<file path="config.mk">
export PLATFORM = sky130hd
export DESIGN_NAME = conv_loop_scheduler
export DESIGN_NICKNAME = d
export VERILOG_FILES = /design/src/rtl/conv_loop_scheduler.sv
export SDC_FILE = /design/constraint.sdc
export NUM_CORES = 1
export LEC_CHECK = 0
export BUFFER_PORTS_ARGS = -buffer_cell sky130_fd_sc_hd__clkbuf_2
export CAP_MARGIN = 20
export CELL_PAD_IN_SITES_DETAIL_PLACEMENT = 0
export CELL_PAD_IN_SITES_GLOBAL_PLACEMENT = 1
export CORE_MARGIN = 1.5
export CORE_UTILIZATION = 36
export CTS_BUF_LIST = sky130_fd_sc_hd__clkbuf_4
export CTS_CLUSTER_DIAMETER = 200
export CTS_CLUSTER_SIZE = 20
export DETAILED_ROUTE_END_ITERATION = 10
export PLACE_DENSITY = 0.72
export SLEW_MARGIN = 20
export SYNTH_ARGS = -nofsm -noshare
export SYNTH_HDL_FRONTEND = slang
export SYNTH_SLANG_ARGS = --single-unit
</file>
<file path="constraint.sdc">
create_clock -name clock -period 3.21 [get_ports clock]
set_clock_uncertainty 0.15 [all_clocks]
set_input_delay 0.642 -clock clock [delete_from_list [all_inputs] [get_ports clock]]
set_output_delay 0.642 -clock clock [all_outputs]
set_load 0.01 [all_outputs]
</file>
<file path="src/rtl/conv_loop_scheduler.sv">
// Loop-nest sequencer for the convolution address generator: issues (m,r,c,n,i,j)
// tuples in nested order with tap markers and a latency-aligned output-buffer write.
module conv_loop_scheduler #(
  parameter int K           = 5,
  parameter int OUT_SIZE    = 28,
  parameter int OUT_CHANNEL = 6,
  parameter int IN_CHANNEL  = 1,
  parameter int TN          = 4,
  parameter int PIPE_LAT    = 3
) (
  input  logic        clock,
  input  logic        reset,
  input  logic        go,
  input  logic        stall,
  output logic [7:0]  m,
  output logic [7:0]  r,
  output logic [7:0]  c,
  output logic [7:0]  n,
  output logic [3:0]  i,
  output logic [3:0]  j,
  output logic        idx_valid,
  output logic        first_tap,
  output logic        last_tap,
  output logic        out_wea,
  output logic [15:0] out_addr,
  output logic        busy,
  output logic        done
);

  localparam logic [3:0] K_LAST   = 4'(K - 1);
  localparam logic [7:0] OS_LAST  = 8'(OUT_SIZE - 1);
  localparam logic [7:0] OC_LAST  = 8'(OUT_CHANNEL - 1);
  localparam logic [7:0] TN_STEP  = 8'(TN);
  localparam logic [8:0] IN_CH    = 9'(IN_CHANNEL);
  localparam int         DRAIN_W  = (PIPE_LAT > 1) ? $clog2(PIPE_LAT) : 1;
  localparam logic [DRAIN_W-1:0] DRAIN_LAST = DRAIN_W'(PIPE_LAT - 1);

  typedef enum logic [1:0] {
    S_IDLE  = 2'd0,
    S_RUN   = 2'd1,
    S_DRAIN = 2'd2,
    S_DONE  = 2'd3
  } state_t;

  state_t r_state;
  state_t w_next;

  logic [7:0]  r_m, r_r, r_c, r_n;
  logic [3:0]  r_i, r_j;
  logic [15:0] r_pix;
  logic [DRAIN_W-1:0] r_drain;
  logic [PIPE_LAT-1:0]       r_pv;
  logic [PIPE_LAT-1:0][15:0] r_pa;

  logic w_idx_valid;
  logic w_j_wrap, w_i_wrap, w_n_last, w_c_wrap, w_r_wrap, w_m_last;
  logic w_first_tap, w_last_tap, w_final;

  // Wrap detection and tap markers, all derived from the registered indices
  always_comb begin
    w_idx_valid = (r_state == S_RUN) && !stall;
    w_j_wrap    = (r_j == K_LAST);
    w_i_wrap    = (r_i == K_LAST);
    w_n_last    = (({1'b0, r_n} + {1'b0, TN_STEP}) >= IN_CH);
    w_c_wrap    = (r_c == OS_LAST);
    w_r_wrap    = (r_r == OS_LAST);
    w_m_last    = (r_m == OC_LAST);
    w_first_tap = w_idx_valid && (r_n == 8'd0) && (r_i == 4'd0) && (r_j == 4'd0);
    w_last_tap  = w_idx_valid && w_n_last && w_i_wrap && w_j_wrap;
    w_final     = w_last_tap && w_c_wrap && w_r_wrap && w_m_last;
  end

  // Next-state logic
  always_comb begin
    w_next = r_state;
    case (r_state)
      S_IDLE: begin
        if (go) w_next = S_RUN;
        else    w_next = S_IDLE;
      end
      S_RUN: begin
        if (w_final) w_next = S_DRAIN;
        else         w_next = S_RUN;
      end
      S_DRAIN: begin
        if (r_drain == DRAIN_LAST) w_next = S_DONE;
        else                       w_next = S_DRAIN;
      end
      S_DONE:  w_next = S_IDLE;
      default: w_next = S_IDLE;
    endcase
  end

  // State register and drain-length counter
  always_ff @(posedge clock) begin
    if (reset) begin
      r_state <= S_IDLE;
      r_drain <= '0;
    end else begin
      r_state <= w_next;
      if (r_state == S_DRAIN) r_drain <= r_drain + DRAIN_W'(1);
      else                    r_drain <= '0;
    end
  end

  // Index counters: j innermost, carrying out through i, n, c, r to m
  always_ff @(posedge clock) begin
    if (reset) begin
      r_m <= 8'd0; r_r <= 8'd0; r_c <= 8'd0; r_n <= 8'd0;
      r_i <= 4'd0; r_j <= 4'd0;
    end else if (r_state == S_IDLE && go) begin
      r_m <= 8'd0; r_r <= 8'd0; r_c <= 8'd0; r_n <= 8'd0;
      r_i <= 4'd0; r_j <= 4'd0;
    end else if (w_idx_valid) begin
      if (!w_j_wrap) begin
        r_j <= r_j + 4'd1;
      end else begin
        r_j <= 4'd0;
        if (!w_i_wrap) begin
          r_i <= r_i + 4'd1;
        end else begin
          r_i <= 4'd0;
          if (!w_n_last) begin
            r_n <= r_n + TN_STEP;
          end else begin
            r_n <= 8'd0;
            if (!w_c_wrap) begin
              r_c <= r_c + 8'd1;
            end else begin
              r_c <= 8'd0;
              if (!w_r_wrap) begin
                r_r <= r_r + 8'd1;
              end else begin
                r_r <= 8'd0;
                if (!w_m_last) r_m <= r_m + 8'd1;
                else           r_m <= 8'd0;
              end
            end
          end
        end
      end
    end
  end

  // Pixel address follows loop order, so a running count equals m*S*S + r*S + c
  always_ff @(posedge clock) begin
    if (reset) begin
      r_pix <= 16'd0;
    end else if (r_state == S_IDLE && go) begin
      r_pix <= 16'd0;
    end else if (w_last_tap) begin
      r_pix <= r_pix + 16'd1;
    end
  end

  // Write pipeline: shifts every cycle; addresses only move with a valid entry so
  // the tail address holds its last written value
  always_ff @(posedge clock) begin
    if (reset) begin
      r_pv <= '0;
      r_pa <= '0;
    end else begin
      r_pv[0] <= w_last_tap;
      if (w_last_tap) r_pa[0] <= r_pix;
      for (int k = 1; k < PIPE_LAT; k++) begin
        r_pv[k] <= r_pv[k-1];
        if (r_pv[k-1]) r_pa[k] <= r_pa[k-1];
      end
    end
  end

  assign m         = r_m;
  assign r         = r_r;
  assign c         = r_c;
  assign n         = r_n;
  assign i         = r_i;
  assign j         = r_j;
  assign idx_valid = w_idx_valid;
  assign first_tap = w_first_tap;
  assign last_tap  = w_last_tap;
  assign out_wea   = r_pv[PIPE_LAT-1];
  assign out_addr  = r_pa[PIPE_LAT-1];
  assign busy      = (r_state == S_RUN) || (r_state == S_DRAIN);
  assign done      = (r_state == S_DONE);

endmodule

</file>
=== Word level (Yosys, flattened, before mapping) ===
Cells that the tools add are included.

* Flip-flop bits (word level): 111
* Output and inout bits: 62
* Word-level logic and storage cells: 67

* Add/sub/neg operators: 9
* Order comparisons: 1
* Eq/ne operators: 9
* Mux-type cells: 10
* Bitwise logic cells: 1
* Reductions and logical operators: 24

{| class="wikitable"
|+ Operator list
! operator !! number
|-
| two-way mux 8 bit || 4
|-
| adder 8 x 1 -> 8 bit, second input constant || 3
|-
| adder 16 x 1 -> 16 bit, second input constant || 1
|-
| equality test 8 x 5 -> 1 bit, second input constant || 2
|-
| logical AND 1 bit || 11
|-
| adder 8 x 3 -> 9 bit, second input constant || 1
|-
| >= comparator 9 x 1 -> 1 bit, second input constant || 1
|-
| adder 4 x 1 -> 4 bit, second input constant || 2
|-
| adder 8 x 3 -> 8 bit, second input constant || 1
|-
| equality test 4 x 3 -> 1 bit, second input constant || 2
|-
| equality test 8 x 3 -> 1 bit, second input constant || 1
|-
| zero test 4 bit || 2
|-
| zero test 8 bit || 1
|-
| two-way mux 4 bit || 2
|-
| case mux 2 bit (4 select lines) || 1
|-
| equality test 2 bit, second input constant || 3
|-
| AND reduction 6 bit || 1
|-
| AND reduction 5 bit || 1
|-
| AND reduction 4 bit || 1
|-
| OR reduction 2 bit || 2
|-
| AND reduction 3 bit || 1
|-
| adder 2 x 1 -> 2 bit, second input constant || 1
|-
| equality test 2 x 1 -> 1 bit, second input constant || 1
|-
| zero test 2 bit || 1
|-
| other kinds (6) || 7
|}

=== Depth between registers and ports, before layout ===
* Depth in word-level cells: 10
* Gate-level depth with buffers: 11
* Gate-level depth less buffers: 8

=== Worst setup path before layout ===
OpenSTA, ideal clock, no wires.

* Path type: input-to-output
* Start point: in stall
* End point: out last_tap
* Data arrival time: 1,799 ps
* Setup slack: 619 ps
* Cell stages on the path: 7
* Buffers on the path: 3
* Path through: nor2b_1 > buf_2 > and4_1 > buf_4 > nand2_1 > inv_1 > buf_1

* Word-level cells in the longest chain between the ends: 5

{| class="wikitable"
|+ RTL lines
! element !! line !! RTL
|-
| start: declaration || 14 || <nowiki>input logic stall,</nowiki>
|-
| zero test 1 bit || 61 || <nowiki>w_idx_valid = (r_state == S_RUN) && !stall;</nowiki>
|-
| logical AND 1 bit || 61 ||
|-
| named net idx_valid || 21 || <nowiki>output logic idx_valid,</nowiki>
|-
| logical AND 1 bit (3 in a row) || 69 || <nowiki>w_last_tap = w_idx_valid && w_n_last && w_i_wrap && w_j_wrap;</nowiki>
|-
| end: declaration || 23 || <nowiki>output logic last_tap,</nowiki>
|}

The timed path passes the listed nets, and every way through them passes these cells.

=== Final worst setup path ===
* Start point: reg r_state[1]
* End point: out last_tap

* Word-level cells in the longest chain between the ends: 5

{| class="wikitable"
|+ RTL lines
! element !! line !! RTL
|-
| start: declaration || 45 || <nowiki>state_t r_state;</nowiki>
|-
| start signal: assignment || 100 || <nowiki>r_state <= w_next;</nowiki>
|-
| equality test 2 x 1 -> 1 bit || 61 ||
|-
| logical AND 1 bit || 61 ||
|-
| logical AND 1 bit (3 in a row) || 69 ||
|}

No other way between the ends.

==> impl_metrics.json <==
{
  "gp_congestion": 0.757,
  "cts_buffer_depth": 2,
  "nets": 588,
  "grt_overflow_total": 0,
  "via_per_inst": 4.92,
  "rsz0062_at_grt": "no",
  "fin_crit_ns": 2.94,
  "cp_common_cell": "inv_1",
  "cts_buffers": 9,
  "cts_tree": "built",
  "antenna-diode-count": 0,
  "rrSetupSlack_ns": 0.60,
  "grt_max_degree": 53,
  "worst-slew-pin-transition_ns": 0.954,
  "synth_ff_type": "dfxtp_1",
  "final_cell_mix": "109 x dfxtp_1, 74 x nor2_1, 63 x clkbuf_2",
  "setup_slack_ns": 0.274,
  "ir_drop_uv": 179,
  "ys_seq_area_share_pct": 46.2,
  "dpl_cell_area_sq_um": 5070,
  "wire_per_inst_microns": 12.9,
  "cp_data_required_time_ns": 2.42,
  "vias": 3657,
  "critPathCaptureType": "primary output",
  "io_pins": 66,
  "drive_above_1_share_pct": 15.9,
  "dieHeight_microns": 118,
  "dr.first_iter.drc_count": 115,
  "fin_crit_sh_pct": 91.5,
  "drtAntennaViolNets": 0,
  "avgSynthCellArea_sq_um": 8.93,
  "grt_pass1_vias": 3475,
  "die_area_sq_um": 13800,
  "antenna_found_initial": 0,
  "die_w_microns": 118,
  "root_buffer": "clkbuf_4",
  "powerDensity_nw_per_um2": 395,
  "outcome": "completed",
  "dp_hpwl_mm": 6.97,
  "grtUsageTotal_pct": 14.5,
  "cts_setup_buffers": 0,
  "p_leak_uw": 0.00186,
  "ys_types": 41,
  "synth_edf_count": 0,
  "place_inst": 728,
  "cpLargestDelayFamily": "simple AND/OR/NAND/NOR gates",
  "fillers": 1335,
  "crit_buf_inv": 3,
  "netlist_instances": 529,
  "wl_mm": 9.63,
  "fin_tns_setup_ns": 0,
  "min_path_type": "primary input to flip-flop",
  "ys_warn_count": 0,
  "coreArea_sq_um": 12700,
  "synth_seq_cells": 109,
  "cts.htree.levels": 3,
  "fp-row-count": 41,
  "dp_slack_ns": 0.399,
  "start_util_pct": 37.1,
  "crit_type": "flip-flop to primary output",
  "layoutNonFillerInstCount": 744,
  "port_buffers": 63,
  "max_stage_delay_ns": 0.37,
  "relSlewSlack_pct": 36.3,
  "grt_pass1_wl_mm": 16.5,
  "synth_area_sq_um": 4720,
  "path_cells": "inv_1, ha_1, nor2b_1, and4_4, nand2_1, inv_1, clkbuf_2",
  "finalInstanceArea_sq_um": 5200,
  "drv_slew": 0,
  "fmaxAchievable_mhz": 341,
  "drcViolationCount": 0,
  "crit_path_start_kind": "flip-flop",
  "finalSetupViolCount": 0,
  "slowest_stage": "dfxtp_1",
  "clk_latency_ns": 0.46,
  "worstPathArrival_ns": 2.14,
  "clkSinkCount": 109,
  "drv_cap": 0,
  "final_common_cell": "dfxtp_1",
  "area_growth_syn_to_layout_pct": 10.1,
  "hold_viol": 0,
  "crit_path_max_fanout": 11,
  "synth-async-reset-ratio_pct": 0,
  "drt_pre_antenna_iters": 4,
  "clkTransAtPathRegs_ns": 0.17
}
[cell type report]
class	instances	area [sq um]	share of cell area, %
clock buffers	9	67.6	1.30
repair buffers	70	368	7.07
multi-input cells	364	2260	43.4
inverters	13	48.8	0.938
flip-flops and latches	109	2180	42.0
clock inverters	7	60.1	1.15
well taps	172	215	4.14
[flip-flops by register name, indices dropped and copies added (netlist names)]
register,cells
r_pa,32
out_addr,16
r_pix,16
c,8
m,8
r,8
n,6
i,4
j,4
r_pv,3
r_drain,2
r_state,2
[where the power goes]
part	switching [uW]	internal (uW)	leakage, uW
sequential	1.63	1360	0.000878
combinational	38.6	12.5	0.000911
clock	473	171	0.0000694
[repair_timing]
item / in CTS / in global routing
resized for setup: 0 / 2
hold buffers: 0 / 0
endpoints found under the setup margin: 0 / 1
[routing by layer]
layer  wire length [microns]  global-route usage (%)  part of all wire (%)
met5                       0                       0                     0
met1                    4800                    19.4                    50
met4                     199                    5.11                   2.1
met2                    4250                    22.4                    44
met3                     387                    3.88                   4.0
[final timing paths]
path | end | cells after the start | from
hold reg to reg | r_drain[0] | 1 | r_drain[0]
setup reg to reg | m[1] | 7 | r_state[1]
hold / removal | r_state[1] | 2 | reset
setup / recovery | last_tap | 7 | r_state[1]
[synthesized netlist by cell type, types with 2 or more instances]
library cell / instances / area (sq um)
o21ai_0: 10 / 50.1
nor4_1: 10 / 62.6
or3_1: 6 / 37.5
nand4b_1: 2 / 17.5
xor2_1: 8 / 70.1
ha_1: 17 / 213
and4_1: 5 / 43.8
o31ai_1: 4 / 30.0
nand2_1: 56 / 210
nor4b_1: 4 / 35.0
nor2b_1: 3 / 18.8
xnor2_1: 20 / 175
dfxtp_1: 109 / 2180
or4_1: 7 / 52.6
buf_4: 19 / 143
nor3_1: 10 / 50.1
and3b_1: 2 / 17.5
nand4_1: 14 / 87.6
mux2i_1: 35 / 350
clkbuf_1: 18 / 67.6
nor2_1: 74 / 278
nand2b_1: 3 / 18.8
buf_1: 3 / 11.3
a21oi_1: 37 / 185
and3_1: 9 / 56.3
nand3_1: 14 / 70.1
buf_2: 4 / 20.0
inv_1: 13 / 48.8
[logic make-up (layout without fill, tap and decap cells)]
family	count (synthesis)	in the layout	share of synthesized area, %
AO/OA/AOI/OAI	56	56	6.46
XOR/XNOR	28	28	5.19
adder cells (fa/ha/maj)	17	17	4.50
buffers and inverters	57	99	6.14
flip-flops	109	109	46.2
multiplexers	35	35	7.42
other	1	2	0.0794
AND/OR/NAND/NOR	226	226	24.0
[stage by stage]
| stage | total power [uW] | utilization, % | hold WS (ns) |
|---|---|---|---|
| global route | 2150 | 40.9 | 0.209 |
| floorplan | 1420 | - | 0.242 |
| finish | 2050 | 40.9 | 0.236 |
| CTS | 2080 | 40.9 | 0.203 |
| global placement | 1440 | 39.9 | 0.249 |
| detailed placement | 1440 | 39.9 | 0.266 |
Power figures use the tool's default switching activity.
